`src/rtl/serial8_collector.sv`:
```
// -----------------------------------------------------------------------------
// serial8_collector
//
// Bit-serial to 8-bit parallel collector feeding the 8-input AND reduction
// stage. Single bits arrive over a valid/ready handshake, are assembled into a
// byte, and the completed byte is presented on a valid/ready output handshake.
// While the byte is held it drives the reduction inputs
// (a = byte_out[0] ... h = byte_out[7]).
//
// Parameters:
//   LSB_FIRST  1: first accepted bit lands in byte_out[0]
//              0: first accepted bit lands in byte_out[7]
//
// Ports:
//   clock      in   1  rising-edge clock
//   reset      in   1  asynchronous, active-high reset
//   clear      in   1  synchronous abort, drops partial or held byte
//   in_valid   in   1  in_bit is valid this cycle
//   in_bit     in   1  serial data bit
//   in_ready   out  1  collector accepts a bit this cycle (COLLECT)
//   out_valid  out  1  byte_out holds a complete byte (HOLD)
//   out_ready  in   1  downstream takes the byte this cycle
//   byte_out   out  8  assembled byte, stable while out_valid = 1
//   count      out  3  bits accepted so far in the current byte
// -----------------------------------------------------------------------------
module serial8_collector #(
  parameter bit LSB_FIRST = 1'b1
) (
  input  logic       clock,
  input  logic       reset,
  input  logic       clear,
  input  logic       in_valid,
  input  logic       in_bit,
  output logic       in_ready,
  output logic       out_valid,
  input  logic       out_ready,
  output logic [7:0] byte_out,
  output logic [2:0] count
);

  typedef enum logic [0:0] {
    ST_COLLECT = 1'b0,
    ST_HOLD    = 1'b1
  } state_e;

  state_e     state_q, state_d;
  logic [2:0] count_q, count_d;
  logic [7:0] byte_q, byte_d;
  logic       in_ready_q, in_ready_d;
  logic       out_valid_q, out_valid_d;

  logic       in_xfer_s;
  logic       out_xfer_s;
  logic       last_bit_s;

  // Bit position inside the byte for the bit accepted at a given count.
  function automatic logic [2:0] bit_slot(input logic [2:0] cnt);
    if (LSB_FIRST) begin
      return cnt;
    end else begin
      return 3'd7 - cnt;
    end
  endfunction

  // Handshake qualifiers. Both use the registered state decodes, so the
  // cycle that completes an output transfer still has in_ready low and no
  // bit can slip in on that same edge.
  always_comb begin
    in_xfer_s  = in_valid & in_ready_q;
    out_xfer_s = out_valid_q & out_ready;
    last_bit_s = (count_q == 3'd7);
  end

  // Next-state logic: clear wins over every transfer in the same cycle.
  always_comb begin
    state_d = state_q;
    if (clear) begin
      state_d = ST_COLLECT;
    end else begin
      case (state_q)
        ST_COLLECT: begin
          if (in_xfer_s && last_bit_s) begin
            state_d = ST_HOLD;
          end else begin
            state_d = ST_COLLECT;
          end
        end
        ST_HOLD: begin
          if (out_xfer_s) begin
            state_d = ST_COLLECT;
          end else begin
            state_d = ST_HOLD;
          end
        end
        default: begin
          state_d = ST_COLLECT;
        end
      endcase
    end
  end

  // Datapath: write the accepted bit into its slot and advance the count.
  // Slots not yet rewritten keep their previous contents; the count wraps
  // from 7 to 0 on the eighth bit, matching the move to HOLD.
  always_comb begin
    count_d = count_q;
    byte_d  = byte_q;
    if (clear) begin
      count_d = 3'd0;
      byte_d  = 8'h00;
    end else if (in_xfer_s) begin
      byte_d[bit_slot(count_q)] = in_bit;
      count_d                   = count_q + 3'd1;
    end else begin
      count_d = count_q;
      byte_d  = byte_q;
    end
  end

  // Output decode of the next state, registered so the handshake outputs
  // come straight from flops.
  always_comb begin
    in_ready_d  = 1'b1;
    out_valid_d = 1'b0;
    case (state_d)
      ST_COLLECT: begin
        in_ready_d  = 1'b1;
        out_valid_d = 1'b0;
      end
      ST_HOLD: begin
        in_ready_d  = 1'b0;
        out_valid_d = 1'b1;
      end
      default: begin
        in_ready_d  = 1'b1;
        out_valid_d = 1'b0;
      end
    endcase
  end

  // State, datapath and output registers with asynchronous reset.
  always_ff @(posedge clock or posedge reset) begin
    if (reset) begin
      state_q     <= ST_COLLECT;
      count_q     <= 3'd0;
      byte_q      <= 8'h00;
      in_ready_q  <= 1'b1;
      out_valid_q <= 1'b0;
    end else begin
      state_q     <= state_d;
      count_q     <= count_d;
      byte_q      <= byte_d;
      in_ready_q  <= in_ready_d;
      out_valid_q <= out_valid_d;
    end
  end

  // Port drive.
  always_comb begin
    in_ready  = in_ready_q;
    out_valid = out_valid_q;
    byte_out  = byte_q;
    count     = count_q;
  end

endmodule

```
`config.mk`:
```
export PLATFORM = sky130hd
export DESIGN_NAME = serial8_collector
export DESIGN_NICKNAME = d
export VERILOG_FILES = /design/src/rtl/serial8_collector.sv
export SDC_FILE = /design/constraint.sdc
export NUM_CORES = 1
export LEC_CHECK = 0
export ABC_CLOCK_PERIOD_IN_PS = 2800
export BUFFER_PORTS_ARGS = -buffer_cell sky130_fd_sc_hd__clkbuf_2
export CELL_PAD_IN_SITES_DETAIL_PLACEMENT = 1
export CELL_PAD_IN_SITES_GLOBAL_PLACEMENT = 2
export CORE_MARGIN = 8
export CORE_UTILIZATION = 31
export CTS_CLUSTER_DIAMETER = 30
export DETAILED_ROUTE_END_ITERATION = 12
export GPL_TIMING_DRIVEN = 0
export PLACE_DENSITY = 0.75
export SYNTH_ARGS = -nofsm -noshare
export SYNTH_HDL_FRONTEND = slang
export SYNTH_SLANG_ARGS = --single-unit
```
`constraint.sdc`:
```
create_clock -name clock -period 2.8 [get_ports clock]
set_input_delay 0 -clock clock [delete_from_list [all_inputs] [get_ports clock]]
set_output_delay 0 -clock clock [all_outputs]
set_load 0.01 [all_outputs]
```
-- Word-level counts from Yosys, hierarchy flattened
Index checks and enable logic that the tools add are counted.
- input port bits: 6
- logic and storage cells: 31
- register bits after elaboration: 14
- output and inout bits: 13
- reductions and logical operators: 3
- bitwise logic cells: 4
- mux-type cells: 15
- add/subtract/negate cells: 1
- order comparisons: 2
- eq/ne operators: 1
- operators by type and width (cell ; number):
    two-way mux 8 bit ; 2
    two-way mux 3 bit ; 4
    bitwise mux 8 bit ; 1
    case mux 1 bit (2 select lines) ; 3
    less-than comparator 3 x 4 -> 1 bit, second input constant ; 1
    two-way mux 1 bit ; 4
    adder 3 x 1 -> 3 bit, second input constant ; 1
    demux 1 bit (select 3 bit) ; 1
    equality test 3 bit, second input constant ; 1
    greater-or-equal comparator 3 x 1 -> 1 bit, second input constant ; 1
    AND 1 bit ; 2
    logical AND 1 bit ; 2
    inverter 1 bit ; 2
    nonzero test 2 bit ; 1

-- Longest topological paths before layout
- depth after elaboration: 10
- mapped depth: 5
- depth with buffers taken out: 5

-- Worst setup path before layout
Ideal clock, no wire load.
- path kind: flip-flop to flip-flop
- start point: register count_q[1], in the netlist count[1]
- end point: register out_valid_q, in the netlist out_valid
- period minus slack after synthesis: 1.186 ns
- data required time: 2.686 ns
- cell stages (with the launch flop): 6
- setup slack: 1.614 ns
- path buffers: 0
- arrival time: 1.072 ns
- setup time: 0.114 ns
- cell sequence: dfrtp_1 -> ha_1 -> ha_1 -> nand4b_1 -> a21o_1 -> inv_1
- word-level cells in the longest chain between the ends: 7
- RTL lines (element ; line ; RTL):
    from (decl) ; 47 ; logic [2:0] count_q, count_d;
    from (signal assigned) ; 151 ; count_q <= count_d;
    equality test 3 bit * ; 71 ; last_bit_s = (count_q == 3'd7);
    logical AND 1 bit * ; 82 ; if (in_xfer_s && last_bit_s) begin
    two-way mux 1 bit * ; 82 ;
    case mux 1 bit (2 select lines) * ; 80 ; case (state_q)
    two-way mux 1 bit * ; 77 ; if (clear) begin
    inverter 1 bit ; 125 ; case (state_d)
    case mux 1 bit (2 select lines) * ; 125 ;
    named net out_valid_d ; 50 ; logic out_valid_q, out_valid_d;
    to (signal assigned) ; 154 ; out_valid_q <= out_valid_d;
    to (decl) ; 50 ;
Mark *: on every way through the listed nets, which the timed path passes. The rest lies on a longest branch.
A chain may end at the register's enable or synchronous reset.

-- Worst setup path in the final report
Ends and elaborated chain as after synthesis.

==> impl_metrics.tcl <==
set metrics [dict create \
    status "complete, no violations" \
    cp_slowest_stage_delay_ns 0.51 \
    grt_pass1_wl_um 2570 \
    timing.critical_path.mode_cell "ha_1" \
    fin_crit_ns 1.28 \
    hpwl_um 1170 \
    synth_seq_cells 13 \
    min_period_over_period_pct 45.8 \
    post-route-drc-count 0 \
    powerDensity_nw_per_um2 449 \
    synth_top_family_by_area "simple AND/OR/NAND/NOR gates" \
    crit_path_end_kind "flip-flop" \
    layout-drive-gt1-share_pct 31.0 \
    finalWirelength_um 1570 \
    mostFrequentLayoutCells "18 x clkbuf_2, 12 x dfrtp_1, 8 x nand2b_1, 8 x nand2_1, 7 x mux2i_1" \
    cts_resized 0 \
    crit_arrival_ns 1.51 \
    hold_path_class "input port to flip-flop" \
    path_cells "ha_1 > ha_1 > nand4b_1 > a21o_1 > inv_1" \
    dr.pass1.iters 4 \
    whs_endpoint "count[2]$_DFFE_PP0P_" \
    synth_compound_area_share_pct 4.91 \
    fp-row-count 16 \
    synth_warnings 0 \
    max_slew.worst_pin.slew_ns 0.507 \
    drv_cap 0 \
    synth_nets 68 \
    grt_overflow 0 \
    synthSimpleGateAreaFrac_pct 25.1 \
    cp-start-kind "flip-flop" \
    antenna_found_initial 0 \
    cts_sinks 13 \
    clock_latency_ns 0.28 \
    fin_tns_setup_ns 0 \
    reg2regPathDepth 5 \
    synth.area.mux_share_pct 11.0 \
    antennaDiodeCount 0 \
    vias 520 \
    r2r_end "out_valid$_DFF_PP0_" \
    io_pins 19 \
    nets 93 \
    ant_nets 0 \
    crit_path_top_delay_cell "dfrtp_1" \
    hp-start "in_valid" \
    setup-violations-final 0 \
    post_drt_wl_per_cell_um 14.2 \
    skew_ns 0.00298 \
    syn_area_sq_um 637 \
    die_h_um 61.3 \
    h-tree-depth 1 \
    postSynthAreaPerCell_sq_um 10.6 \
    p_leak_nw 0.445 \
    cts_buffers 3 \
    r2r_slack_ns 1.52 \
    place_congestion 0.706 \
    ys_types 19 \
    via_per_inst 4.68 \
    port_buffers 18 \
    design.core.area_sq_um 1940 \
    peakVddDrop_v 0.000232 \
    netlist_instances 60 \
    worstHoldPathCells 3 \
    grt.total_usage_pct 9.40 \
    die_w_um 61.3 \
    rsz0062_at_grt "no" \
    synthAdderAreaFrac_pct 3.93 \
    hold_viol 0 \
    final_max_slew_viol_count 0 \
    path_max_fanout 9 \
    crit_type "flip-flop to flip-flop" \
    start_util_pct 32.8 \
    crit_required_ns 3.02 \
    slew_headroom_pct 66.1 \
    cts.path.max_buffers 2 \
    cts-root-buf "clkbuf_4" \
    cts_tree "yes" \
    drt-initial-drc-count 5 \
    r2r-start "count[1]$_DFFE_PP0P_" \
    grt_max_degree 14 \
    design_area_sq_um 807 \
    grt_pass1_vias 542 \
    area_growth_pct 26.7 \
    synth_xor_area_share_pct 1.38 \
    final_common_cell "clkbuf_2" \
    clk_pin_slew_ns 0.08 \
    seq_area_frac_synth_pct 51.3 \
    fmax_ghz 0.779 \
    postPlaceCellArea_sq_um 761 \
    dieArea_sq_um 3760 \
]
==> layout make-up <==
cell class / count / area [sq um]
sequential: 13 / 327
timing repair buffer: 20 / 110
tap: 27 / 33.8
inverter: 2 / 7.51
multi-input combinational: 44 / 295
buffer: 1 / 7.51
fill: 245 / 1130
clock buffer: 4 / 26.3
==> metal layers <==
metal | up-vias | GRT usage (%) | part of all wire, % | wire [um]
li1 | 250 | - | - | -
met1 | 252 | 11.1 | 44 | 685
met2 | 13 | 14.9 | 50 | 785
met3 | 5 | 2.09 | 4.1 | 65
met4 | 0 | 5.98 | 2.4 | 38
met5 | - | 0 | 0 | 0
==> what timing repair did <==
item                      in CTS  in global routing
hold endpoints to repair      13                  0
buffers inserted               0                  0
hold buffers                   2                  0
==> cells by family after synthesis <==
group / Yosys count
compound gates: 5
xor+xnor: 1
fa+ha+maj: 2
buf+inv: 3
flops: 13
mux: 7
simple gates: 29
==> state kept, by name, indices dropped and copies added, names as in the netlist <==
| name | cells |
|---|---|
| byte_out | 8 |
| out_valid | 1 |
| in_ready | 1 |
| count | 3 |
==> where the power goes <==
group,leakage [nW],switching (mW),internal (mW),total [mW]
Combinational,0.255,0.0247,0.0196,0.0443
Sequential,0.176,0.00689,0.193,0.200
Clock,0.0150,0.0636,0.0553,0.119
==> synthesized netlist by cell type, drive strengths merged <==
master	number	area share [%]
a21oi	3	2.4
buf	1	1.2
nand3	5	3.9
and3b	1	1.6
a21o	1	1.2
nor2b	2	2.0
xor2	1	1.4
nand2	8	4.7
ha	2	3.9
nand2b	8	7.9
inv	2	1.2
nand4b	1	1.4
dfstp	1	4.1
or2b	1	1.4
dfrtp	12	47
nor2	2	1.2
mux2i	7	11
and3	1	1.2
o41ai	1	1.4
==> critical path, delay by kind of cell, from the launching register on <==
kind	cells	cell delay, ns
buf+inv	1	0.05
flops	1	0.51
simple gates	1	0.11
compound gates	1	0.20
fa+ha+maj	2	0.35
==> stage by stage <==
| step | power (mW) | setup slack, ns | instances | hold WS [ns] | util [%] |
|---|---|---|---|---|---|
| after floorplan | 0.228 | 1.61 | 60 | -0.124 | - |
| after global placement | 0.245 | 1.55 | 105 | 0.0349 | 39.2 |
| after detailed placement | 0.247 | 1.53 | 105 | 0.0432 | 39.2 |
| after CTS | 0.367 | 1.50 | 111 | 0.0230 | 41.6 |
| after global routing | 0.379 | 1.39 | 111 | 0.0514 | 41.6 |
| final | 0.363 | 1.52 | 111 | 0.0269 | 41.6 |
==> how the worst max path moves through the flow <==
| stage | from | end | slack, ns | depth (start not counted) |
|---|---|---|---|---|
| final | count[1]$_DFFE_PP0P_ | out_valid$_DFF_PP0_ | 1.52 | 5 |
| after global routing | count[1]$_DFFE_PP0P_ | out_valid$_DFF_PP0_ | 1.39 | 5 |
| after CTS | count[1]$_DFFE_PP0P_ | out_valid$_DFF_PP0_ | 1.50 | 5 |
| after detailed placement | count[1]$_DFFE_PP0P_ | out_valid$_DFF_PP0_ | 1.53 | 5 |
| after global placement | count[1]$_DFFE_PP0P_ | out_valid$_DFF_PP0_ | 1.55 | 5 |
| after floorplan | count[1]$_DFFE_PP0P_ | out_valid$_DFF_PP0_ | 1.61 | 5 |
Power figures use the tool's default switching activity.
